$ cat config.mk
export PLATFORM = sky130hd
export DESIGN_NAME = uart_tx_fsm
export DESIGN_NICKNAME = d
export VERILOG_FILES = /design/src/rtl/uart_pkg.sv /design/src/rtl/parity_calc.sv /design/src/rtl/uart_tx_fsm.sv
export SDC_FILE = /design/constraint.sdc
export NUM_CORES = 1
export LEC_CHECK = 0
export ABC_AREA = 1
export CAP_MARGIN = 20
export CORE_AREA = 4 4 41 43
export CTS_BUF_LIST = sky130_fd_sc_hd__clkbuf_4 sky130_fd_sc_hd__clkbuf_8
export DETAILED_ROUTE_END_ITERATION = 16
export DIE_AREA = 0 0 45 47
export PLACE_DENSITY_LB_ADDON = 0.1
export SETUP_SLACK_MARGIN = 0.2
export SYNTH_ARGS = -nofsm -noshare
export SYNTH_HDL_FRONTEND = slang
export SYNTH_SLANG_ARGS = --single-unit
export TNS_END_PERCENT = 20
$ cat constraint.sdc
create_clock -name clk -period 1.2 [get_ports clk]
set_clock_uncertainty 0.1 [all_clocks]
set_input_delay 0.24 -clock clk [delete_from_list [all_inputs] [get_ports clk]]
set_output_delay 0.24 -clock clk [all_outputs]
set_load 0.05 [all_outputs]
$ cat src/rtl/uart_pkg.sv
// uart_pkg: shared state encodings and constants for the UART transmitter.
// Build option UART_PARITY_EN adds the PARITY state.
package uart_pkg;

    localparam int DATA_WIDTH = 8;
    localparam int CNT_WIDTH  = 4;

    localparam logic PAR_EVEN = 1'b0;
    localparam logic PAR_ODD  = 1'b1;

    typedef enum logic [2:0] {
        ST_IDLE   = 3'd0,
        ST_START  = 3'd1,
        ST_DATA   = 3'd2,
`ifdef UART_PARITY_EN
        ST_PARITY = 3'd3,
`endif
        ST_STOP   = 3'd4
    } state_t;

endpackage

$ cat src/rtl/parity_calc.sv
// parity_calc: even/odd parity over one data byte.
module parity_calc
    import uart_pkg::*;
(
    input  logic [DATA_WIDTH-1:0] data,
    input  logic                  typ,
    output logic                  parity
);

    assign parity = (typ == PAR_ODD) ? ~^data : ^data;

endmodule

$ cat src/rtl/uart_tx_fsm.sv
// uart_tx_fsm: UART frame controller (start, 8 data bits from an external serializer,
// optional parity, stop). Build option UART_PARITY_EN adds par_en/par_typ and the PARITY state.
module uart_tx_fsm
    import uart_pkg::*;
(
    input  logic                  clk,
    input  logic                  rst,
    input  logic [DATA_WIDTH-1:0] data_in,
    input  logic                  valid,
    input  logic                  ser_data,
    input  logic                  ser_done,
`ifdef UART_PARITY_EN
    input  logic                  par_en,
    input  logic                  par_typ,
`endif
    output logic                  enable,
    output logic                  busy,
    output logic                  tx_out
);

    state_t                state;
    state_t                state_nxt;
    logic [CNT_WIDTH-1:0]  cnt;
    logic [DATA_WIDTH-1:0] byte_q;
    logic                  par_bit;
    logic                  data_last;
`ifdef UART_PARITY_EN
    logic                  par_en_q;
    logic                  typ_q;
`else
    logic                  unused_par;
`endif

`ifdef UART_PARITY_EN
    parity_calc u_parity (.data(byte_q), .typ(typ_q), .parity(par_bit));
`else
    parity_calc u_parity (.data(byte_q), .typ(PAR_EVEN), .parity(par_bit));
    assign unused_par = par_bit;
`endif

    // DATA ends on the serializer's flag or after the 8th bit cycle, whichever comes first
    assign data_last = ser_done || (cnt == CNT_WIDTH'(DATA_WIDTH - 1));

    // State register
    always_ff @(posedge clk or negedge rst) begin
        if (!rst) state <= ST_IDLE;
        else      state <= state_nxt;
    end

    // Frame settings are latched on acceptance so mid-frame input changes have no effect
    always_ff @(posedge clk or negedge rst) begin
        if (!rst) begin
            byte_q   <= '0;
`ifdef UART_PARITY_EN
            par_en_q <= 1'b0;
            typ_q    <= PAR_EVEN;
`endif
        end else if (state == ST_IDLE && valid) begin
            byte_q   <= data_in;
`ifdef UART_PARITY_EN
            par_en_q <= par_en;
            typ_q    <= par_typ;
`endif
        end
    end

    // Bit counter runs only in DATA and restarts from zero for every frame
    always_ff @(posedge clk or negedge rst) begin
        if (!rst) cnt <= '0;
        else      cnt <= (state == ST_DATA) ? cnt + 1'b1 : '0;
    end

    // Next-state logic; busy states ignore valid, so nothing is queued
    always_comb begin
        state_nxt = state;
        case (state)
            ST_IDLE:   state_nxt = valid ? ST_START : ST_IDLE;
            ST_START:  state_nxt = ST_DATA;
`ifdef UART_PARITY_EN
            ST_DATA:   state_nxt = data_last ? (par_en_q ? ST_PARITY : ST_STOP) : ST_DATA;
            ST_PARITY: state_nxt = ST_STOP;
`else
            ST_DATA:   state_nxt = data_last ? ST_STOP : ST_DATA;
`endif
            ST_STOP:   state_nxt = ST_IDLE;
            default:   state_nxt = ST_IDLE;
        endcase
    end

    // Outputs decoded from state only; tx_out also passes the serial bit or parity bit
    always_comb begin
        busy   = (state != ST_IDLE);
        enable = (state == ST_DATA);
        tx_out = 1'b1;
        case (state)
            ST_START:  tx_out = 1'b0;
            ST_DATA:   tx_out = ser_data;
`ifdef UART_PARITY_EN
            ST_PARITY: tx_out = par_bit;
`endif
            default:   tx_out = 1'b1;
        endcase
    end

endmodule

==> impl_metrics.py, run 1 <==
metrics = {
    "setup_path": {
        "critPathKind": "reg -> out",
        "crit_chain": "inv_2, nand3_2, nand2_2, nand2_4, buf_12",
        "path_delay_family": "flip-flops",
        "worstSetupStartpointType": "flop",
        "worst-path-max-fanout": 3,
        "cp.required_ns": 0.86,
        "crit_path_end_kind": "output pin",
        "reg2reg_slack_ns": 0.06,
        "cp_slowest_cell": "dfrtp_1",
        "worstPathArrival_ns": 1.14,
        "cpPeakStageDelay_ns": 0.41,
        "critPathBufInv": 2,
    },
    "synthesis": {
        "syn_inst": 39,
        "yosysWarnings": 0,
        "seq_area_frac_synth": 0.5323,
        "synth-seq-cells": 7,
        "yosysUniqueCellTypes": 12,
        "syn_area_per_cell_sq_um": 8.438,
        "synth_area_sq_um": 329.1,
        "syn_nets": 53,
    },
    "flow_run": {
        "cap_violations": 0,
    },
    "sta": {
        "slew_viol_final": 0,
        "hold_viol": 0,
        "setup_ws_ns": -0.2793,
        "period_share": 1.233,
        "period_minus_slack_ns": 1.479,
        "fmax_mhz": 676.0,
        "worst_pin_slew_ns": 0.3294,
        "rsz0062_at_grt": "true",
        "setup_viol": 3,
        "max-slew-margin-rel": 0.7797,
        "tns_ns": -0.7631,
    },
    "place": {
        "port_buffers": 7,
        "gp_congestion": 0.7336,
        "hpwl_microns": 521.2,
        "placed_area_sq_um": 495.5,
        "pre_cts_ws_ns": -0.1274,
        "placed_cells": 66,
    },
    "clocking": {
        "clk_latency_ns": 0.25,
        "cts_root_buf": "clkbuf_4",
        "htree_levels": 1,
        "clockBufferDepth": 2,
        "clock-sinks": 7,
        "clkTransAtPathRegs_ns": 0.05,
        "hold_buffers": 0,
        "cts_buffers": 3,
        "cts_tree": "yes",
    },
    "route": {
        "totalWireLength_microns": 747,
        "vias_per_cell": 4.254,
        "avgRoutedWirePerCell_microns": 10.52,
        "dr.max_layer_used": "met3",
        "wl_met2_microns": 390,
        "dr.pass1.iters": 4,
        "met1_length_microns": 323,
        "initialDrtViolationCount": 2,
        "drc_errors": 0,
        "ant_nets": 0,
        "wl_met3_microns": 32,
        "dr_total_vias": 302,
    },
    "cells_and_area": {
        "n_antenna_cell": 0,
        "final_area_sq_um": 580.6,
        "final_cells": 71,
        "drive_gt1_frac": 0.5536,
        "syn_to_final_growth_pct": 76.43,
        "layout.nets": 71,
    },
    "floorplanning": {
        "num_rows": 13,
        "core_sq_um": 1301,
        "io_pins": 16,
        "die_area_sq_um": 2115,
        "die_w_microns": 45,
        "fp.dieH_microns": 47,
        "start_util": 0.2529,
    },
    "power_and_ir_drop": {
        "vdd_drop_max_mv": 1.164,
        "p_per_area_nw_per_um2": 2465,
        "power_leakage_uw": 0.0002807,
    },
    "grt": {
        "grt.total_usage": 0.07803,
        "antenna_found_initial": 0,
        "grt_pass1_wl_microns": 1173,
        "grt_max_degree": 8,
        "first_global_vias": 322,
        "overflow": 0,
    },
    "run_status": {
        "violations": "setup timing",
        "outcome": "finished, violations left",
    },
    "hold_path": {
        "hold_path.class": "in -> async",
    },
}
path summary, 6_finish.rpt:
path,start,end,cells after the start
max in group asynchronous,rst,state[1],1
setup reg to reg,state[1],state[1],6
hold reg to reg,cnt[0],cnt[0],1
setup / recovery,state[2],tx_out,5
hold / removal,rst,cnt[3],1
min in group clk,valid,state[0],3
through the flow:
step	util	hold WS, ns	total power, uW
floorplan	-	-0.1556	720.9
global placement	0.3808	0.3447	1108
detailed placement	0.3808	0.3527	1119
CTS	0.4250	0.1693	1405
global route	0.4462	0.1727	1504
finish	0.4462	0.1562	1431
logic make-up (layout without fill, tap and decap cells):
family / count (synthesis) / count (layout) / synth area share
simple gates: 22 / 22 / 0.3232
buf+inv: 8 / 25 / 0.09126
flops: 7 / 7 / 0.5323
fa+ha+maj: 1 / 1 / 0.03802
compound gates: 1 / 1 / 0.01519
report_power, final:
group	total, uW	internal [uW]	leakage [uW]	switching (uW)
clock	230	149	0.0000184	80.8
combinational	854	407	0.000168	447
sequential	347	288	0.0000946	59.0
cells in the mapped netlist:
master   instances  area share
inv_1            6       0.068
nor3_1           1       0.015
inv_2            2       0.023
nand3_1          5       0.076
nor2_1           6       0.068
nand3_2          1       0.030
nor2_4           1       0.034
a21oi_1          1       0.015
dfrtp_1          7        0.53
nand2_2          1       0.019
nand2_1          7       0.080
ha_1             1       0.038
flip-flops by register name (all words and copies together) (netlist names):
signal and cells:
cnt 4, state 3
placed cells by master, fill, tap and decap left out, drive strengths merged:
cell           netlist  routed
nand2                8       8
clkdlybuf4s50        0       4
buf                  0       9
nor2                 7       7
nor3                 1       1
ha                   1       1
dfrtp                7       7
a21oi                1       1
clkbuf               0       4
inv                  8       8
nand3                6       6
metal layers:
layer	track usage	vias to the layer above
met5	0	-
met4	0.03509	0
met3	0.03448	0
met2	0.1328	5
met1	0.08372	143
li1	-	154
final cells by class:
type	instances	area [sq um]
clock buffer	4	30.03
fill	135	720.7
inverter	8	30.03
multi-input combinational	24	181.4
sequential	7	175.2
tap	15	18.77
timing repair buffer	13	145.1
worst reg2reg max path, cell delays in order, from the launching register on:
cell and delay (ns):
dfrtp_1 0.41, nand2_2 0.10, nor2_4 0.04, buf_4 0.14
buf_4 0.13, nand3_1 0.06, nand2_1 0.05
what timing repair did:
| action | in CTS | in global routing |
|---|---|---|
| pin swaps | 2 | 1 |
| buffers inserted | 1 | 0 |
| setup endpoints to repair | 7 | 9 |
| gates resized for setup | 6 | 7 |
(Power assumes the default switching activity.)
==> run 2: changes to the inputs <==
--- a/config.mk
+++ b/config.mk
@@ -7,10 +7,11 @@
 export LEC_CHECK = 0
 export ABC_AREA = 1
 export CAP_MARGIN = 20
-export CORE_AREA = 4 4 41 43
+export CORE_AREA = 2 2 39 41
 export CTS_BUF_LIST = sky130_fd_sc_hd__clkbuf_4 sky130_fd_sc_hd__clkbuf_8
 export DETAILED_ROUTE_END_ITERATION = 16
-export DIE_AREA = 0 0 45 47
+export DIE_AREA = 0 0 41 43
+export MAX_ROUTING_LAYER = met4
 export PLACE_DENSITY_LB_ADDON = 0.1
 export SETUP_SLACK_MARGIN = 0.2
 export SYNTH_ARGS = -nofsm -noshare
==> constraint.sdc (replaced) <==
create_clock -name clk -period 1.7 [get_ports clk]
set_clock_uncertainty 0.1 [all_clocks]
set_input_delay 0.34 -clock clk [delete_from_list [all_inputs] [get_ports clk]]
set_output_delay 0.34 -clock clk [all_outputs]
set_load 0.05 [all_outputs]
==> impl_metrics.py, run 2 (same netlist as run 1, synthesis figures left out) <==
metrics = {
    "run_status": {
        "outcome": "finished, final reports clean",
    },
    "sta": {
        "period_minus_slack_ns": 1.622,
        "hold_viol": 0,
        "tns_ns": 0,
        "setup_viol": 0,
        "timing.hold.ws_ns": 0.2450,
        "slew_viol_final": 0,
        "max-slew-margin-rel": 0.7868,
        "rsz0062_at_grt": "true",
        "worst_pin_slew_ns": 0.3188,
        "setup_ws_ns": 0.07832,
        "period_share": 0.9539,
        "fmax_mhz": 616.6,
    },
    "route": {
        "dr_total_vias": 302,
        "wl_met2_microns": 370,
        "vias_per_cell": 4.194,
        "dr.max_layer_used": "met4",
        "dr.pass1.iters": 2,
        "avgRoutedWirePerCell_microns": 9.667,
        "drc_errors": 0,
        "initialDrtViolationCount": 2,
        "met1_length_microns": 262,
        "ant_nets": 0,
        "totalWireLength_microns": 696,
        "wl_met3_microns": 36,
    },
    "cells_and_area": {
        "syn_to_final_growth_pct": 70.72,
        "largest_reg_flops": 4,
        "layout.nets": 71,
        "multi_input_area_sq_um": 161.4,
        "drive_gt1_frac": 0.3929,
        "reg_top3": "cnt: 4 flops, state: 3 flops",
        "regArea_sq_um": 175.2,
        "n_antenna_cell": 0,
        "final_cells": 72,
        "largest_register": "cnt",
        "layout_common_cells": "7 x dfrtp_1, 6 x inv_1, 6 x nor2_1, 6 x buf_4",
        "final_common_cell": "dfrtp_1",
        "fillCellCount": 139,
        "final_area_sq_um": 561.8,
    },
    "clocking": {
        "htree_levels": 1,
        "cts_tree": "yes",
        "clkTransAtPathRegs_ns": 0.05,
        "clk_latency_ns": 0.25,
        "hold_buffers": 0,
        "clock-sinks": 7,
        "cts_root_buf": "clkbuf_4",
        "clockBufferDepth": 2,
        "cts_buffers": 3,
    },
    "grt": {
        "first_global_vias": 288,
        "overflow": 0,
        "grt_max_degree": 8,
        "antenna_found_initial": 0,
        "grt.total_usage": 0.1111,
        "grt_pass1_wl_microns": 1207,
    },
    "floorplanning": {
        "die_w_microns": 41,
        "die_area_sq_um": 1763,
        "start_util": 0.2378,
        "io_pins": 16,
        "core_sq_um": 1384,
        "num_rows": 14,
        "fp.dieH_microns": 43,
    },
    "hold_path": {
        "hold_path.class": "in -> async",
    },
    "setup_path": {
        "worst-path-max-fanout": 3,
        "worstSetupStartpointType": "flop",
        "crit_path_end_kind": "output pin",
        "cp.required_ns": 1.26,
        "critPathKind": "reg -> out",
        "worstPathArrival_ns": 1.18,
    },
    "power_and_ir_drop": {
        "comb_power_share": 0.608,
        "power.internal_uw": 604.2,
        "vdd_drop_max_mv": 0.6575,
        "p_sw_frac": 0.4080,
        "p_seq_frac": 0.228,
        "p_clk_frac": 0.164,
        "p_per_area_nw_per_um2": 1817,
        "power_leakage_uw": 0.0002828,
        "p_switching_uw": 416.4,
    },
    "place": {
        "gp_congestion": 0.7589,
        "port_buffers": 7,
        "placed_area_sq_um": 459.2,
        "hpwl_microns": 494,
        "placed_cells": 62,
        "pre_cts_ws_ns": 0.1845,
    },
    "flow_run": {
        "cap_violations": 0,
    },
}
## run 2: routing by layer
layer	GRT usage	up-vias
met5	-	-
met1	0.1225	141
li1	-	151
met4	0.08000	0
met3	0.04712	4
met2	0.1531	6
## run 2: area by class of cell
type | instances | share of cell area
Sequential cell | 7 | 0.3118
Multi-Input combinational cell | 24 | 0.2873
Timing Repair Buffer | 13 | 0.2584
Clock buffer | 4 | 0.05345
Inverter | 8 | 0.05345
Tap cell | 16 | 0.03563
## run 2: power by group through the flow
stage          logic (uW)  registers [uW]  clock network (uW)
2_1_floorplan         277             232                   0
3_3_place_gp          486             236                   0
3_5_place_dp          493             237                   0
4_1_cts               611             231                 174
5_1_grt               653             238                 187
6_report              621             233                 167
## run 2: stage by stage
stage | util | power, uW
after global routing | 0.4060 | 1078
final | 0.4060 | 1021
after floorplan | - | 508.9
after CTS | 0.4005 | 1016
after global placement | 0.3318 | 721.7
after detailed placement | 0.3318 | 730.6
## run 2: path summary, 6_finish.rpt
kind	start	slack, ns	end	depth (start not counted)
worst max-delay path	state[0]	0.08	tx_out	6
worst min-delay path	rst	0.24	cnt[1]	1
worst max register to register	state[0]	0.58	cnt[2]	5
worst min register to register	cnt[0]	0.36	cnt[0]	1
max in group asynchronous	rst	1.01	state[1]	1
min in group clk	cnt[0]	0.36	cnt[0]	1
## run 2: repair_timing
| action | in CTS | in global routing |
|---|---|---|
| endpoints found under the setup margin | 3 | 3 |
| pin swaps | 3 | 3 |
| setup buffers | 5 | 1 |
| resized for setup | 5 | 0 |
| gates cloned | 0 | 0 |
## run 2: worst max-delay path: stages, from the launching register on
cell	delay [ns]
dfrtp_1	0.38
inv_2	0.08
buf_4	0.12
nand3_4	0.08
nand2_4	0.08
nand2_4	0.05
buf_12	0.14
